$ cat config.mk
export PLATFORM = sky130hd
export DESIGN_NAME = signal_conflict_monitor_flat
export DESIGN_NICKNAME = d
export VERILOG_FILES = /design/src/rtl/signal_conflict_monitor_if.sv /design/src/rtl/signal_conflict_monitor.sv /design/src/flat_wrapper.sv
export SDC_FILE = /design/constraint.sdc
export NUM_CORES = 1
export LEC_CHECK = 0
export CAP_MARGIN = 20
export CORE_ASPECT_RATIO = 0.7
export CORE_MARGIN = 4
export CORE_UTILIZATION = 54
export CTS_CLUSTER_DIAMETER = 30
export CTS_CLUSTER_SIZE = 20
export DETAILED_ROUTE_END_ITERATION = 10
export PLACE_DENSITY = 0.76
export SLEW_MARGIN = 10
export SYNTH_ARGS = -nofsm -noshare
export SYNTH_HDL_FRONTEND = slang
export SYNTH_SLANG_ARGS = --single-unit
$ cat constraint.sdc
create_clock -name clk -period 2.7 [get_ports clk]
set_input_delay 0.54 -clock clk [delete_from_list [all_inputs] [get_ports clk]]
set_output_delay 0.54 -clock clk [all_outputs]
set_load 0.01 [all_outputs]
$ cat src/rtl/signal_conflict_monitor_if.sv
// Signal-head inputs and monitor status outputs of the intersection conflict monitor.
// The controller/bench side is the master; the monitor is the slave.
interface signal_conflict_monitor_if;
  logic [2:0] NS_light;
  logic [2:0] EW_light;
  logic [2:0] NS_ped_light;
  logic [2:0] EW_ped_light;
  logic       clear_fault;
  logic       monitor_ok;
  logic       flash_enable;
  logic [2:0] fault_code;
  logic [7:0] fault_count;

  modport master (
    output NS_light, EW_light, NS_ped_light, EW_ped_light, clear_fault,
    input  monitor_ok, flash_enable, fault_code, fault_count
  );

  modport slave (
    input  NS_light, EW_light, NS_ped_light, EW_ped_light, clear_fault,
    output monitor_ok, flash_enable, fault_code, fault_count
  );
endinterface

$ cat src/rtl/signal_conflict_monitor.sv
// Watches NS/EW vehicle and pedestrian heads for conflicts and sequencing errors,
// latches the first fault and commands red flash until an all-red operator clear.
module signal_conflict_monitor #(
  parameter int unsigned MIN_YELLOW    = 3,
  parameter int unsigned MIN_RED_CLEAR = 1,
  parameter int unsigned PERSIST       = 2,
  parameter int unsigned STARTUP_CYC   = 4
) (
  input logic                     clk,
  input logic                     reset,
  signal_conflict_monitor_if.slave bus
);

  localparam int unsigned CW = 8;
  localparam logic [2:0]    RED  = 3'b100;
  localparam logic [2:0]    YEL  = 3'b010;
  localparam logic [2:0]    GRN  = 3'b001;
  localparam logic [CW-1:0] CMAX = '1;

  typedef enum logic [1:0] {ST_STARTUP, ST_MONITOR, ST_FAULT} state_e;
  typedef enum logic [1:0] {DIR_NONE, DIR_NS, DIR_EW} dir_e;

  state_e        state_q;
  dir_e          last_dir_q, last_dir_d;
  logic [2:0]    ns_prev_q, ew_prev_q;
  logic [CW-1:0] startup_cnt_q, startup_cnt_d;
  logic [CW-1:0] ns_yel_q, ns_yel_d, ew_yel_q, ew_yel_d;
  logic [CW-1:0] red_run_q, red_run_d;
  logic [CW-1:0] conf_cnt_q, conf_cnt_d;
  logic [CW-1:0] inv_cnt_q, inv_cnt_d;
  logic [CW-1:0] ped_cnt_q, ped_cnt_d;
  logic          monitor_ok_q, flash_q;
  logic [2:0]    code_q;
  logic [CW-1:0] count_q;

  logic [2:0] ns, ew, nsp, ewp;
  logic       all_red_c, all_heads_red_c, in_mon_c;
  logic       conflict_c, invalid_c, pedconf_c;
  logic       skip_c, short_c, clear6_c;
  logic [2:0] code_c;

  function automatic logic [CW-1:0] sat_inc(input logic [CW-1:0] x);
    return (x == CMAX) ? x : x + CW'(1);
  endfunction

  function automatic logic veh_ok(input logic [2:0] h);
    return (h == RED) || (h == YEL) || (h == GRN);
  endfunction

  function automatic logic ped_ok(input logic [2:0] h);
    return (h == RED) || (h == GRN);
  endfunction

  assign ns  = bus.NS_light;
  assign ew  = bus.EW_light;
  assign nsp = bus.NS_ped_light;
  assign ewp = bus.EW_ped_light;

  // Per-cycle fault conditions and next values of the history counters.
  always_comb begin
    all_red_c       = (ns == RED) && (ew == RED);
    all_heads_red_c = all_red_c && (nsp == RED) && (ewp == RED);
    in_mon_c        = (state_q == ST_MONITOR);

    conflict_c = (ns != RED) && (ew != RED);
    invalid_c  = !veh_ok(ns) || !veh_ok(ew) || !ped_ok(nsp) || !ped_ok(ewp);
    pedconf_c  = ((nsp == GRN) && ((ns != GRN) || (ew != RED))) ||
                 ((ewp == GRN) && ((ew != GRN) || (ns != RED)));

    skip_c  = ((ns_prev_q == GRN) && (ns == RED)) ||
              ((ew_prev_q == GRN) && (ew == RED));
    short_c = ((ns_prev_q == YEL) && (ns == RED) && (32'(ns_yel_q) < MIN_YELLOW)) ||
              ((ew_prev_q == YEL) && (ew == RED) && (32'(ew_yel_q) < MIN_YELLOW));
    // Green onset after the cross street without enough all-red before it.
    clear6_c = (32'(red_run_q) < MIN_RED_CLEAR) &&
               (((ns_prev_q == RED) && (ns == GRN) && (last_dir_q == DIR_EW)) ||
                ((ew_prev_q == RED) && (ew == GRN) && (last_dir_q == DIR_NS)));

    conf_cnt_d = (in_mon_c && conflict_c) ? sat_inc(conf_cnt_q) : '0;
    inv_cnt_d  = (in_mon_c && invalid_c)  ? sat_inc(inv_cnt_q)  : '0;
    ped_cnt_d  = (in_mon_c && pedconf_c)  ? sat_inc(ped_cnt_q)  : '0;

    ns_yel_d = (ns != YEL) ? '0 : ((ns_prev_q == YEL) ? sat_inc(ns_yel_q) : CW'(1));
    ew_yel_d = (ew != YEL) ? '0 : ((ew_prev_q == YEL) ? sat_inc(ew_yel_q) : CW'(1));

    red_run_d     = all_red_c ? sat_inc(red_run_q) : '0;
    startup_cnt_d = all_heads_red_c ? sat_inc(startup_cnt_q) : '0;

    last_dir_d = last_dir_q;
    if ((ns != RED) && (ew == RED)) begin
      last_dir_d = DIR_NS;
    end else if ((ew != RED) && (ns == RED)) begin
      last_dir_d = DIR_EW;
    end

    code_c = 3'd0;
    if (32'(conf_cnt_d) >= PERSIST) begin
      code_c = 3'd1;
    end else if (32'(inv_cnt_d) >= PERSIST) begin
      code_c = 3'd2;
    end else if (32'(ped_cnt_d) >= PERSIST) begin
      code_c = 3'd3;
    end else if (skip_c) begin
      code_c = 3'd4;
    end else if (short_c) begin
      code_c = 3'd5;
    end else if (clear6_c) begin
      code_c = 3'd6;
    end
  end

  // State, history and registered outputs.
  always_ff @(posedge clk or negedge reset) begin
    if (!reset) begin
      state_q       <= ST_STARTUP;
      last_dir_q    <= DIR_NONE;
      ns_prev_q     <= RED;
      ew_prev_q     <= RED;
      startup_cnt_q <= '0;
      ns_yel_q      <= '0;
      ew_yel_q      <= '0;
      red_run_q     <= '0;
      conf_cnt_q    <= '0;
      inv_cnt_q     <= '0;
      ped_cnt_q     <= '0;
      monitor_ok_q  <= 1'b0;
      flash_q       <= 1'b0;
      code_q        <= 3'd0;
      count_q       <= '0;
    end else begin
      ns_prev_q  <= ns;
      ew_prev_q  <= ew;
      ns_yel_q   <= ns_yel_d;
      ew_yel_q   <= ew_yel_d;
      red_run_q  <= red_run_d;
      conf_cnt_q <= conf_cnt_d;
      inv_cnt_q  <= inv_cnt_d;
      ped_cnt_q  <= ped_cnt_d;
      last_dir_q <= last_dir_d;

      unique case (state_q)
        ST_STARTUP: begin
          startup_cnt_q <= startup_cnt_d;
          if (32'(startup_cnt_d) >= STARTUP_CYC) begin
            state_q      <= ST_MONITOR;
            monitor_ok_q <= 1'b1;
            last_dir_q   <= DIR_NONE;
          end
        end
        ST_MONITOR: begin
          if (code_c != 3'd0) begin
            state_q      <= ST_FAULT;
            monitor_ok_q <= 1'b0;
            flash_q      <= 1'b1;
            code_q       <= code_c;
            count_q      <= sat_inc(count_q);
          end
        end
        ST_FAULT: begin
          if (bus.clear_fault && all_heads_red_c) begin
            state_q       <= ST_STARTUP;
            flash_q       <= 1'b0;
            code_q        <= 3'd0;
            startup_cnt_q <= '0;
          end
        end
        default: begin
          state_q <= ST_STARTUP;
        end
      endcase
    end
  end

  assign bus.monitor_ok   = monitor_ok_q;
  assign bus.flash_enable = flash_q;
  assign bus.fault_code   = code_q;
  assign bus.fault_count  = count_q;

endmodule

$ cat src/flat_wrapper.sv
// flat-port wrapper written by rule: the top's interface ports become plain ports
module signal_conflict_monitor_flat 
#(
  parameter int unsigned MIN_YELLOW    = 3,
  parameter int unsigned MIN_RED_CLEAR = 1,
  parameter int unsigned PERSIST       = 2,
  parameter int unsigned STARTUP_CYC   = 4
)
  (clk, reset, bus_NS_light, bus_EW_light, bus_NS_ped_light, bus_EW_ped_light, bus_clear_fault, bus_monitor_ok, bus_flash_enable, bus_fault_code, bus_fault_count);
  signal_conflict_monitor_if bus_i ();
  input logic clk;
  input logic reset;
  input wire logic [$bits(bus_i.NS_light)-1:0] bus_NS_light;
  input wire logic [$bits(bus_i.EW_light)-1:0] bus_EW_light;
  input wire logic [$bits(bus_i.NS_ped_light)-1:0] bus_NS_ped_light;
  input wire logic [$bits(bus_i.EW_ped_light)-1:0] bus_EW_ped_light;
  input wire logic [$bits(bus_i.clear_fault)-1:0] bus_clear_fault;
  output wire logic [$bits(bus_i.monitor_ok)-1:0] bus_monitor_ok;
  output wire logic [$bits(bus_i.flash_enable)-1:0] bus_flash_enable;
  output wire logic [$bits(bus_i.fault_code)-1:0] bus_fault_code;
  output wire logic [$bits(bus_i.fault_count)-1:0] bus_fault_count;
  assign bus_i.NS_light = bus_NS_light;
  assign bus_i.EW_light = bus_EW_light;
  assign bus_i.NS_ped_light = bus_NS_ped_light;
  assign bus_i.EW_ped_light = bus_EW_ped_light;
  assign bus_i.clear_fault = bus_clear_fault;
  assign bus_monitor_ok = bus_i.monitor_ok;
  assign bus_flash_enable = bus_i.flash_enable;
  assign bus_fault_code = bus_i.fault_code;
  assign bus_fault_count = bus_i.fault_count;
  signal_conflict_monitor #(.MIN_YELLOW(MIN_YELLOW), .MIN_RED_CLEAR(MIN_RED_CLEAR), .PERSIST(PERSIST), .STARTUP_CYC(STARTUP_CYC)) u_core (.clk(clk), .reset(reset), .bus(bus_i));
endmodule
Word-level counts from Yosys, hierarchy flattened

Index checks and enable logic that the tools add are counted.

Register bits after elaboration: 79
Latch bits: 0
Memory bits (writable): 0
ROM bits: 0
Input port bits: 15
Output and inout port bits: 13
Logic and storage cells: 164
Memories: 0

Add/subtract/negate cells: 8
$mul: 0
Divide/modulo/power cells: 0
$lt $le $gt $ge: 7
Equality and inequality tests: 40
Shifts and indexed selects: 0
Multiplexer cells: 41
Bitwise operators: 1
Reduce and logical (&&, ||, !) cells: 52

Operator list:

| cell                | number |
|---|---|
| $mux 8              | 17 |
| $add 8x1->8 const B | 8 |
| $eq 8x8->1 const B  | 8 |
| $ge 8x2->1 const B  | 3 |
| $mux 3              | 8 |
| $logic_and 1x1->1   | 23 |
| $eq 3x1->1 const B  | 6 |
| $eq 3x3->1 const B  | 6 |
| $lt 8x2->1 const B  | 2 |
| $pmux 8 s2          | 1 |
| $logic_or 1x1->1    | 15 |
| $mux 2              | 7 |
| $eq 3x2->1 const B  | 4 |
| $reduce_and 3->1    | 4 |
| $ne 3x2->1 const B  | 3 |
| $ne 3x3->1 const B  | 3 |
| $ge 8x3->1 const B  | 1 |
| $lt 8x1->1 const B  | 1 |
| $ne 3x1->1 const B  | 2 |
| $pmux 2 s3          | 1 |
| $pmux 3 s2          | 1 |
| $reduce_bool 2->1   | 3 |
| $eq 2x1->1 const B  | 2 |
| $eq 2x2->1 const B  | 2 |
| other kinds (9)     | 18 |

Longest topological paths before layout

Gate-level depths: netlist of the first run.

Word-level depth: 15
Mapped depth: 11
Gate-level depth less buffers: 9

Worst setup path before layout of the first run

Ideal clock, no wire load.

Kind: register to register
From: register u_core.conf_cnt_q[0]
To: register u_core.count_q[1] (netlist: u_core.bus.fault_count[1])
Library setup time: 125 ps
Data arrival time: 2576 ps
Data required time: 2575 ps
Slack: -1 ps
Cell stages (with the launch flop): 9
Buffers on the path: 1
Period minus slack after synthesis: 2701 ps
Cells stage by stage: dfrtp_1 ha_1 and3_1 nor3_1 a211oi_2 or4_1 buf_2 o41ai_4 mux2_4

Cells in the longest elaborated chain, start to end: 7
Elaborated cells between the ends (all ways): 8
Classes of those cells: add/sub (1); order compare (1); eq/ne (1); mux (3); reduce/logical (2)

Ends and longest elaborated chain:

| item                                      | line                           | RTL |
|---|---|---|
| start, declared                           | signal_conflict_monitor.sv:29  | `logic [CW-1:0] conf_cnt_q, conf_cnt_d;` |
| start signal, assigned                    | signal_conflict_monitor.sv:136 | `conf_cnt_q <= conf_cnt_d;` |
| $add 8x1->8 or $eq 8x8->1 (tied branches) | signal_conflict_monitor.sv:43  | `return (x == CMAX) ? x : x + CW'(1);` |
| $mux 8 (*)                                | signal_conflict_monitor.sv:43  |  |
| $mux 8 (*)                                | signal_conflict_monitor.sv:79  | `conf_cnt_d = (in_mon_c && conflict_c) ? sat_inc(conf_cnt_q) : '0;` |
| named net u_core.conf_cnt_d[7]            | signal_conflict_monitor.sv:29  |  |
| $ge 8x2->1 (*)                            | signal_conflict_monitor.sv:97  | `if (32'(conf_cnt_d) >= PERSIST) begin` |
| $mux 3 (*)                                | signal_conflict_monitor.sv:97  |  |
| $reduce_bool 3->1 (*)                     | signal_conflict_monitor.sv:151 | `if (code_c != 3'd0) begin` |
| $reduce_and 3->1 (no source line) (*)     | n/a                            |  |
| end signal, assigned                      | signal_conflict_monitor.sv:156 | `count_q <= sat_inc(count_q);` |
| end, declared                             | signal_conflict_monitor.sv:34  | `logic [CW-1:0] count_q;` |

The timed path passes the listed nets; every way through them passes the cells marked *.
A chain may end at the register's enable or synchronous reset.

Worst setup path after layout of the first run

From: register u_core.ped_cnt_q[0]
To: register u_core.code_q[2] (netlist: u_core.bus.fault_code[2])

Cells in the longest elaborated chain, start to end: 10
Elaborated cells between the ends (all ways): 13
Classes of those cells: add/sub (1); order compare (1); eq/ne (2); mux (7); reduce/logical (2)

Ends and longest elaborated chain:

| item                                      | line                           | RTL |
|---|---|---|
| start, declared                           | signal_conflict_monitor.sv:31  | `logic [CW-1:0] ped_cnt_q, ped_cnt_d;` |
| start signal, assigned                    | signal_conflict_monitor.sv:138 | `ped_cnt_q <= ped_cnt_d;` |
| $add 8x1->8 or $eq 8x8->1 (tied branches) | signal_conflict_monitor.sv:43  |  |
| $mux 8 (*)                                | signal_conflict_monitor.sv:43  |  |
| $mux 8 (*)                                | signal_conflict_monitor.sv:81  | `ped_cnt_d = (in_mon_c && pedconf_c) ? sat_inc(ped_cnt_q) : '0;` |
| $ge 8x2->1 (*)                            | signal_conflict_monitor.sv:101 | `end else if (32'(ped_cnt_d) >= PERSIST) begin` |
| $mux 3 (*)                                | signal_conflict_monitor.sv:101 |  |
| $mux 3 (*)                                | signal_conflict_monitor.sv:99  | `end else if (32'(inv_cnt_d) >= PERSIST) begin` |
| $mux 3 (*)                                | signal_conflict_monitor.sv:97  |  |
| $reduce_bool 3->1                         | signal_conflict_monitor.sv:151 |  |
| $ne 2x2->1 (no source line)               | n/a                            |  |
| $reduce_and 3->1 (no source line)         | n/a                            |  |
| end signal, assigned                      | signal_conflict_monitor.sv:155 | `code_q <= code_c;` |
| end, declared                             | signal_conflict_monitor.sv:33  | `logic [2:0] code_q;` |

Every way passes the cells marked *; elsewhere a longest branch is shown, timed or not. The select of a mux whose other input is x is not followed.

==> impl_results.md, run 1 <==
* Critical path arrival at approximately 2.9 ns
* Post-route minimum period at approximately 2.7 ns
* RSZ-0062 raised after global routing: true
* Max Freq at ~0.37 GHz
* Cell area after synthesis at 4450 um2
* Top post-synthesis cells by area: dfrtp_1 43%, nor2_1 5.0%, ha_1 3.7%
* RR Startpoint: u_core.ped_cnt_q[0]
* Largest net degree at the start of global routing at 41
* Worst-Margin Slew at 0.598 ns
* Slowest stage cell, crit path: or4b_4
* Worst VDD drop at 533 uV
* Crit-path cells: ha_4, or4_4, nor4_4, buf_4, nor2_4, buf_6, or2_4, or4b_4, o21ai_1
* Slew Viols, Final at 0
* Final setup viols at 0
* Total Wirelength at 10,700 um
* H-tree depth at 3
* Core area at a little under 8000 um2
* DRC Markers at 0
* Initial antenna violation count at 0
* Period utilization at about 100%
* Critical Path End Type: register
* Top cell type by total area after synthesis: dfrtp_1
* Vias in the first global route at between 3,000 and 4,000
* Die ar. at a little under 10,000 um2
* Syn Inst Count at roughly 480
* Clock latency on the worst-skew pair at roughly 0.34 ns
* Cts hold-fix bufs at 0
* All-Layer GR Usage at between 20% and 30%
* DP Cell Count at between 600 and 700
* Final hold violations at 0
* Critical path startpoint: u_core.ped_cnt_q[0]
* DP HPWL at 7500 um
* Total Power at roughly 0.0026 W
* Post-synth EDFFs at 0
* Ports at 28
* Synth Flop Type: dfrtp_1
* Sink Count at 79
* Fillers at 585
* Crit path largest cell delay at 0.51 ns
* Final ANT Viol Nets at 0
* Sequential cell area fraction in the yosys report at roughly 44%
* Vias post-DR at just under 4,000
* Iter 0 DRT Violations at about 270
* Clk slew on worst S/H paths at ~0.060 ns
* Row cnt at 27
* Antenna cells at 0
* R2r worst-path depth at 9
* Data required, critical path at approximately 3.0 ns
* Final RePlAce weighted congestion at approximately 0.97
* Avg Synthesized Cell Area at around 9.4 um2
* PortBufs at 27
* Pwr dens at 465 nW/um2
* Avg Vias per Cell at a little over 6
* Max-slew headroom at 60.0%
* Die height at 84.0 um
* CTS tree: done
* Area fraction of the dominant cell type after synthesis at 43.3%
* Final #Nets at approximately 580
* Post-synthesis net count at a little over 500
* Chip width at approximately 120 um
* Share of async-settable or async-resettable flops after synthesis at 100%
* WL per Instance at around 16 um
* Outcome: completed
* GRT Residual Overflow at 0
* Leakage at between 2 and 2.5 nW
* Root Buffer: clkbuf_16
* Distinct cells, synth at between 60 and 70
* Flops & latches, synth at slightly below 80
* Worst Hold Class: in2async
* Longest Clk Path Bufs at 2
* Final std cells w/o fill at between 600 and 700
* Total CTS buffers at 9
* Final hold slack at 0.179 ns
* Area added between synthesis and finish at 25.8%
* Critical path launch point type: register
* Clock Skew at 0.00755 ns
* Syn. warnings at 0
* Crit Path Class: reg2reg
* Initial Util at a little under three fifths
* Share of cells above drive strength 1 at roughly 17%
* First-pass GRT wire length at 18,300 um
* CP Max Fanout at 3
* Initial DRT Pass Iterations at 5
* MaxCap Viol Count at 0
## timing repair
item                       in CTS  in global routing
setup endpoints to repair      15                 11
pin swaps                       1                  5
setup buffers                   0                  1
resized for setup              14                 19
## power breakdown
part / internal, W / total [W] / switching [W]
Sequential: 0.00120 / 0.00121 / 0.0000110
Combinational: 0.0000561 / 0.000119 / 0.0000628
Clock: 0.000791 / 0.00128 / 0.000487
Total: 0.00205 / 0.00261 / 0.000561
## registers in the layout (all words and copies together), names as in the netlist
register and cells:
u_core.bus.fault_count 8, u_core.conf_cnt_q 8, u_core.ew_yel_q 8, u_core.inv_cnt_q 8, u_core.ns_yel_q 8, u_core.ped_cnt_q 8
u_core.red_run_q 8, u_core.startup_cnt_q 8, u_core.bus.fault_code 3, u_core.ew_prev_q 3, u_core.ns_prev_q 3, u_core.last_dir_q 2
u_core.state_q 2, u_core.bus.flash_enable 1, u_core.bus.monitor_ok 1
## cell usage after synthesis (2+ instances only)
| master | instances |
|---|---|
| and4_1 | 4 |
| and2_1 | 6 |
| nand2_1 | 32 |
| or4_1 | 2 |
| nand3_1 | 28 |
| nor2_1 | 59 |
| and3_1 | 14 |
| xor2_1 | 11 |
| a31oi_1 | 11 |
| ha_1 | 13 |
| xnor2_1 | 13 |
| nand4_1 | 15 |
| and4b_1 | 2 |
| nor3b_2 | 2 |
| nor3_1 | 22 |
| buf_2 | 6 |
| clkbuf_1 | 5 |
| or3_1 | 4 |
| a41oi_1 | 4 |
| nor4b_1 | 4 |
| nor4_1 | 7 |
| o22ai_1 | 2 |
| a31o_2 | 2 |
| mux2i_1 | 7 |
| a211o_1 | 2 |
| nor3b_1 | 11 |
| o21ai_0 | 20 |
| a21oi_1 | 24 |
| a2111oi_0 | 3 |
| inv_1 | 17 |
| or3b_4 | 2 |
| nor4bb_1 | 2 |
| dfstp_2 | 2 |
| dfrtp_1 | 77 |
| o31ai_1 | 3 |
| a21boi_0 | 2 |
| a311o_1 | 2 |
| a211oi_1 | 9 |
## final cells by class
type / count / area [um2] / share of cell area (%)
clock buffers: 12 / 267 / 4.76
clock inverters: 4 / 52.6 / 0.938
inverters: 17 / 63.8 / 1.14
multi-input cells: 368 / 2490 / 44.5
flip-flops and latches: 79 / 1980 / 35.3
well taps: 101 / 126 / 2.26
repair buffers: 72 / 618 / 11.0
## worst max-delay path: cells and delay by family, from the launching register on
| family | cells | cell delay (ns) |
|---|---|---|
| AO/OA/AOI/OAI | 1 | 0.09 |
| adder cells (fa/ha/maj) | 1 | 0.25 |
| buffers and inverters | 2 | 0.29 |
| flip-flops | 1 | 0.41 |
| AND/OR/NAND/NOR | 5 | 1.56 |
## cells by family (layout without fill, tap and decap cells)
| family | after synthesis | in the layout | synth area share, % |
|---|---|---|---|
| adders and majority gates | 13 | 13 | 3.65 |
| and+or+nand+nor | 224 | 224 | 27.3 |
| DFF | 79 | 79 | 44.5 |
| AOI/OAI and AO/OA | 97 | 97 | 14.8 |
| muxes | 10 | 10 | 2.42 |
| xor gates and xnor gates | 24 | 24 | 4.72 |
| buffers and inverters | 29 | 105 | 2.64 |
## path summary, 6_finish.rpt
path / end / slack (ns)
worst max-delay path: u_core.bus.fault_code[2] / 0.03
worst min-delay path: u_core.ns_yel_q[3] / 0.18
worst max register to register: u_core.bus.fault_code[2] / 0.03
worst min register to register: u_core.bus.fault_count[6] / 0.52
max in group asynchronous: u_core.ew_prev_q[2] / 1.86
min in group clk: u_core.bus.fault_count[6] / 0.52
## per-layer routing
layer / track usage [%] / vias to the layer above / wire (um) / part of all wire, %
met5: 0 / - / 0 / 0
met1: 33.2 / 1945 / 4950 / 46
li1: - / 1903 / - / -
met2: 35.3 / 119 / 5040 / 47
met4: 7.19 / 0 / 123 / 1.1
met3: 5.58 / 11 / 621 / 5.8
## through the flow
stage | area (um2) | utilization (%) | setup TNS (ns) | setup slack, ns
after floorplan | 4470 | - | 0 | 0.000967
after global placement | 5150 | 64.9 | -7.34 | -0.481
after detailed placement | 5150 | 64.9 | -8.36 | -0.528
after CTS | 5510 | 69.3 | 0 | 0.0162
after global routing | 5600 | 70.6 | -0.0560 | -0.0560
final | 5600 | 70.6 | 0 | 0.0269
## layout by cell type, fill, tap and decap left out, types with 3 or more instances in the layout
master,netlist,final
nor2_1,59,58
nor4_1,7,5
nor4b_1,4,3
ha_1,13,10
and4_1,4,4
a211oi_1,9,7
clkbuf_16,0,9
nand2_1,32,32
nor3_1,22,21
a21oi_1,24,24
dfrtp_1,77,77
or3_1,4,4
nor3b_1,11,11
a211oi_2,1,3
nand3_1,28,28
clkdlybuf4s50_1,0,20
clkinvlp_4,0,3
xnor2_1,13,13
xor2_1,11,11
inv_1,17,17
a41oi_1,4,3
nand4_1,15,15
and2_1,6,6
o21ai_0,20,19
clkbuf_8,0,3
nor4_4,1,3
a31oi_1,11,11
and3_1,14,13
mux2i_1,7,7
dlygate4sd2_1,0,6
buf_4,0,43
o31ai_1,3,3
Power figures use the tool's default switching activity.
==> run 2, diff against run 1 <==
--- a/config.mk
+++ b/config.mk
@@ -5,6 +5,7 @@
 export SDC_FILE = /design/constraint.sdc
 export NUM_CORES = 1
 export LEC_CHECK = 0
+export ABC_AREA = 1
 export CAP_MARGIN = 20
 export CORE_ASPECT_RATIO = 0.7
 export CORE_MARGIN = 4
@@ -12,7 +13,7 @@
 export CTS_CLUSTER_DIAMETER = 30
 export CTS_CLUSTER_SIZE = 20
 export DETAILED_ROUTE_END_ITERATION = 10
-export PLACE_DENSITY = 0.76
+export PLACE_DENSITY = 0.75
 export SLEW_MARGIN = 10
 export SYNTH_ARGS = -nofsm -noshare
 export SYNTH_HDL_FRONTEND = slang
==> constraint.sdc (replaced) <==
create_clock -name clk -period 2.7 [get_ports clk]
set_input_delay 0.54 -clock clk [delete_from_list [all_inputs] [get_ports clk]]
set_output_delay 0.54 -clock clk [all_outputs]
set_load 0.02 [all_outputs]
==> impl_results.md, run 2 <==
* Crit path largest cell delay at approximately 0.48 ns
* Leakage at 2.86 nW
* Outcome: completed
* Final ANT Viol Nets at 0
* Sequential cell area fraction in the yosys report at between 40% and 50%
* Layout Utilization at between 60 and 70%
* Initial antenna violation count at 0
* Final RePlAce weighted congestion at between 0.8 and 0.9
* Total Wirelength at a little under 10,000 um
* Final #Nets at approximately 690
* Critical path arrival at ~2.6 ns
* DP Worst Slack at -0.0304 ns
* Register Area at a little under 2000 um2
* Total CTS buffers at 9
* Vias in the first global route at 3,788
* Critical path launch point type: input pin
* PnR worst setup slack at 0.332 ns
* Post-synth EDFFs at 0
* Post-CTS Setup Bufs at 0
* Slew Viols, Final at 0
* Syn. warnings at 0
* Crit-path cells: clkdlybuf4s50_1, inv_1, nand3_1, o21ai_1, nand2_2, nand3_1, nand2_1, nor2_2, nand2_2, nor2_4, nand4_4, nand3_1, nand2_1, nand2_1
* Post-synthesis net count at between 600 and 700
* PortBufs at 27
* Worst-Margin Slew at a little under 0.5 ns
* Post-route minimum period at 2.37 ns
* Pwr dens at about 470 nW/um2
* Total Power at between 0.002 and 0.003 W
* Sink Count at 79
* Clock Skew at about 0.007 ns
* Vias post-DR at 4,036
* Largest net degree at the start of global routing at 44
* CP Max Fanout at 9
* Clock latency on the worst-skew pair at between 0.3 and 0.4 ns
* Count leader, synth: nand2_1
* Die height at between 80 and 90 um
* Die ar. at around 10,000 um2
* Final hold slack at between 0.15 and 0.2 ns
* Final hold violations at 0
* RSZ-0062 raised after global routing: false
* Initial DRT Pass Iterations at 5
* CTS resizes at 0
* DRC Markers at 0
* Flops & latches, synth at 79
* Synth Flop Type: dfrtp_1
* Initial Util at a little under three fifths
* Most frequent cells in the layout: 132 x nand2_1, 104 x inv_1, 77 x dfrtp_1, 65 x nand3_1, 48 x nor2_1
* Synth top cells by count: 132 x nand2_1, 104 x inv_1, 77 x dfrtp_1, 65 x nand3_1, 48 x nor2_1
* Top cell type by total area after synthesis: dfrtp_1
* Worst Hold Class: in2async
* Iter 0 DRT Violations at approximately 230
* CTS tree: done
* GRT Residual Overflow at 0
* Final setup viols at 0
* Slowest stage cell, crit path: clkdlybuf4s50_1
* Commonest non-fill, non-tap cell in the layout: nand2_1
* First-pass GRT wire length at ~17,000 um
* Longest Clk Path Bufs at 2
* Row cnt at 28
* Avg Vias per Cell at 5.23
* Max-slew headroom at 67.7%
* Data required, critical path at approximately 3.0 ns
* Share of async-settable or async-resettable flops after synthesis at 100%
* Root Buffer: clkbuf_16
* All-Layer GR Usage at between 20% and 30%
* Period utilization at 87.7%
* DP HPWL at ~7300 um
* WL per Instance at around 13 um
* Syn Inst Count at a little over 600
* Worst VDD drop at around 280 uV
* Area added between synthesis and finish at 16.9%
* Critical Path End Type: register
* Area fraction of the dominant cell type after synthesis at between 40% and 50%
* Clk slew on worst S/H paths at 0.06 ns
* Crit Path Class: in2reg
* Fillers at 727
* Cell area after synthesis at between 4000 and 5000 um2
* Cts hold-fix bufs at 0
* Antenna cells at 0
* Top post-synthesis cells by area: dfrtp_1 41%, nand2_1 11%, inv_1 8.4%
* Distinct cells, synth at 42
* MaxCap Viol Count at 0
* Max Freq at approximately 0.42 GHz
* Core area at 8410 um2
* Avg Synthesized Cell Area at between 7 and 8 um2
* Ports at 28
* H-tree depth at 3
* Multi-input gate area at approximately 2200 um2
* Chip width at around 120 um
* Share of cells above drive strength 1 at 10.4%
==> run 2: power by group <==
part           total [W]  internal (W)  switching [W]  leakage [nW]
logic           0.000113     0.0000436      0.0000693          1.62
clock network    0.00125      0.000789       0.000463         0.156
registers        0.00121       0.00120     0.00000969          1.08
==> run 2: kinds of logic after synthesis <==
group	share of synthesized area (%)
buffers and inverters	9.54
DFF	42.5
xor gates and xnor gates	1.69
AOI/OAI and AO/OA	10.0
adders and majority gates	3.49
and+or+nand+nor	32.8
==> run 2: metrics by stage <==
step           instance area [um2]  TNS (ns)  instances
2_1_floorplan                 4660         0        614
3_3_place_gp                  5130         0        755
3_5_place_dp                  5130    -0.114        755
4_1_cts                       5440         0        771
5_1_grt                       5440         0        771
6_report                      5440         0        771
==> run 2: final cells by class <==
cell class | count | share of cell area [%]
clock buffer | 13 | 4.96
clock inverter | 3 | 0.735
sequential | 79 | 36.4
timing repair buffer | 39 | 6.80
inverter | 112 | 7.72
tap | 105 | 2.41
multi-input combinational | 420 | 41.0
==> run 2: worst max-delay path: cells and delay by family <==
family                 cells  cell delay, ns
buffers and inverters      2            0.59
AO/OA/AOI/OAI              1            0.19
AND/OR/NAND/NOR           11            1.32
==> run 2: path summary, 6_finish.rpt <==
| check | cells past startpoint | start | to | slack (ns) |
|---|---|---|---|---|
| worst min-delay path | 1 | reset | u_core.ew_yel_q[2] | 0.16 |
| worst max register to register | 14 | u_core.ped_cnt_q[0] | u_core.bus.fault_code[2] | 0.45 |
| worst min register to register | 2 | u_core.bus.fault_code[0] | u_core.bus.fault_code[0] | 0.48 |
| min in group clk | 2 | u_core.bus.fault_code[0] | u_core.bus.fault_code[0] | 0.48 |
| worst max-delay path | 14 | bus_NS_light[2] | u_core.bus.fault_code[2] | 0.33 |
| max in group asynchronous | 2 | reset | u_core.ns_prev_q[2] | 1.90 |
==> run 2: per-layer routing <==
| metal | routed length [um] | vias to the layer above | track usage (%) |
|---|---|---|---|
| met5 | 0 | - | 0 |
| met4 | 153 | 0 | 6.41 |
| met3 | 437 | 15 | 5.21 |
| met2 | 4310 | 91 | 31.6 |
| met1 | 4930 | 1838 | 29.8 |
| li1 | - | 2092 | - |
==> run 3, diff against run 2 <==
--- a/config.mk
+++ b/config.mk
@@ -13,6 +13,7 @@
 export CTS_CLUSTER_DIAMETER = 30
 export CTS_CLUSTER_SIZE = 20
 export DETAILED_ROUTE_END_ITERATION = 10
+export GPL_TIMING_DRIVEN = 0
 export PLACE_DENSITY = 0.75
 export SLEW_MARGIN = 10
 export SYNTH_ARGS = -nofsm -noshare
==> impl_results.md, run 3 (synthesis gave the netlist of run 2 again) <==
* Most frequent cells in the layout: 132 x nand2_1, 104 x inv_1, 77 x dfrtp_1, 65 x nand3_1, 48 x nor2_1
* Vias post-DR at just over 4,000
* CTS tree: done
* Total Wirelength at 9690 um
* DP HPWL at ~7300 um
* DP Worst Slack at -0.176 ns
* Core area at approximately 8400 um2
* Final setup viols at 0
* Critical path startpoint: bus_EW_ped_light[1]
* Final hold violations at 0
* Clock Skew at ~0.0058 ns
* Vias in the first global route at 3,800
* Most frequent CP cell: nand2_1
* Final #Nets at between 600 and 700
* Clock latency on the worst-skew pair at between 0.3 and 0.4 ns
* First-pass GRT wire length at about 17,000 um
* GRT Residual Overflow at 0
* Leakage at between 2 and 3 nW
* RR Startpoint: u_core.state_q[1]
* Die ar. at 10,200 um2
* Slowest stage cell, crit path: clkdlybuf4s50_1
* Period utilization at 93.7%
* Max-slew headroom at about two thirds
* Area added between synthesis and finish at 15.8%
* Avg Vias per Cell at ~5.3
* PnR worst setup slack at around 0.17 ns
* MaxCap Viol Count at 0
* CP Max Fanout at 10
* Final hold slack at 0.168 ns
* Largest net degree at the start of global routing at between 40 and 50
* DP Cell Count at 747
* Crit Path Class: in2reg
* Clk slew on worst S/H paths at ~0.060 ns
* Cts hold-fix bufs at 0
* Initial Util at 55.4%
* Die height at 85.7 um
* Antenna cells at 0
* Fillers at just over 700
* Root Buffer: clkbuf_16
* Outcome: completed
* CTS resizes at 0
* Initial antenna violation count at 0
* Crit path largest cell delay at approximately 0.45 ns
* Share of cells above drive strength 1 at a little under a tenth
* H-tree depth at 3
* Max Freq at around 0.4 GHz
* Sink Count at 79
* Total CTS buffers at 9
* Crit-path cells: clkdlybuf4s50_1, o21ai_0, nand2_1, nor2_1, nand3_2, nand2_1, inv_1, o31ai_1, nand2_1, nor2_4, nand3_4, nand2_4, buf_8, xnor2_1
* Pwr dens at about 480 nW/um2
* Commonest non-fill, non-tap cell in the layout: nand2_1
* Worst VDD drop at around 360 uV
* Initial DRT Pass Iterations at 5
* DRC Markers at 0
* Slew Viols, Final at 0
* PortBufs at 27
* Critical Path End Type: register
* Longest Clk Path Bufs at 2
* Iter 0 DRT Violations at roughly 290
* All-Layer GR Usage at 20.4%
* Worst Hold Class: in2async
* Post-route minimum period at 2.53 ns
* Final ANT Viol Nets at 0
* Chip width at ~120 um
* RSZ-0062 raised after global routing: false
* Row cnt at 28
* WL per Instance at 12.7 um
* Critical path launch point type: input pin
* Final std cells w/o fill at around 760
* Ports at 28
* Worst-Margin Slew at 0.506 ns
* Final RePlAce weighted congestion at just under 0.9
* Critical path arrival at about 2.8 ns
* Data required, critical path at around 3.0 ns
-- run 3: per-layer routing --
layer	share of wire [%]	vias up	track usage (%)
met3	4.7	13	6.26
met4	1.1	0	5.36
li1	-	2077	-
met5	0	-	0
met2	45	85	32.2
met1	49	1863	27.6
-- run 3: area by class of cell --
type / instances / area, um2 / share of cell area, %
Timing Repair Buffer: 29 / 295 / 5.48
Inverter: 112 / 420 / 7.80
Tap cell: 105 / 131 / 2.44
Clock inverter: 3 / 40.0 / 0.742
Multi-Input combinational cell: 420 / 2230 / 41.4
Clock buffer: 13 / 270 / 5.01
Sequential cell: 79 / 1980 / 36.7
Buffer: 3 / 23.8 / 0.441
-- run 3: report_power, final --
group | internal, W | switching (W)
Combinational | 0.0000411 | 0.0000687
Sequential | 0.00120 | 0.0000103
Clock | 0.000789 | 0.000472
-- run 3: through the flow --
stage | TNS (ns) | cell area (um2) | total power (W) | util, %
after global routing | 0 | 5390 | 0.00266 | 64.1
after detailed placement | -2.20 | 5070 | 0.00134 | 60.4
final | 0 | 5390 | 0.00258 | 64.1
after global placement | -141.67 | 5060 | 0.00133 | 60.1
after floorplan | 0 | 4660 | 0.00127 | -
after CTS | 0 | 5390 | 0.00260 | 64.0
-- run 3: final timing paths --
| path | slack (ns) | end | depth (start not counted) |
|---|---|---|---|
| max | 0.17 | u_core.bus.fault_count[0] | 14 |
| min | 0.17 | u_core.ew_yel_q[5] | 1 |
| max reg2reg | 0.38 | u_core.bus.fault_count[4] | 14 |
| min reg2reg | 0.47 | u_core.bus.fault_code[1] | 2 |
| max in group asynchronous | 1.89 | u_core.ns_prev_q[2] | 2 |
| min in group clk | 0.47 | u_core.bus.fault_code[1] | 2 |
-- run 3: repair_timing --
action / in CTS / in global routing
buffers inserted: 0 / 1
endpoints found under the setup margin: 0 / 2
endpoints found under the hold margin: 0 / 0
-- run 3: critical path, delay by kind of cell --
family	cells	cell delay, ns
compound gates	2	0.26
xor+xnor	1	0.12
simple gates	8	1.20
buf+inv	3	0.65
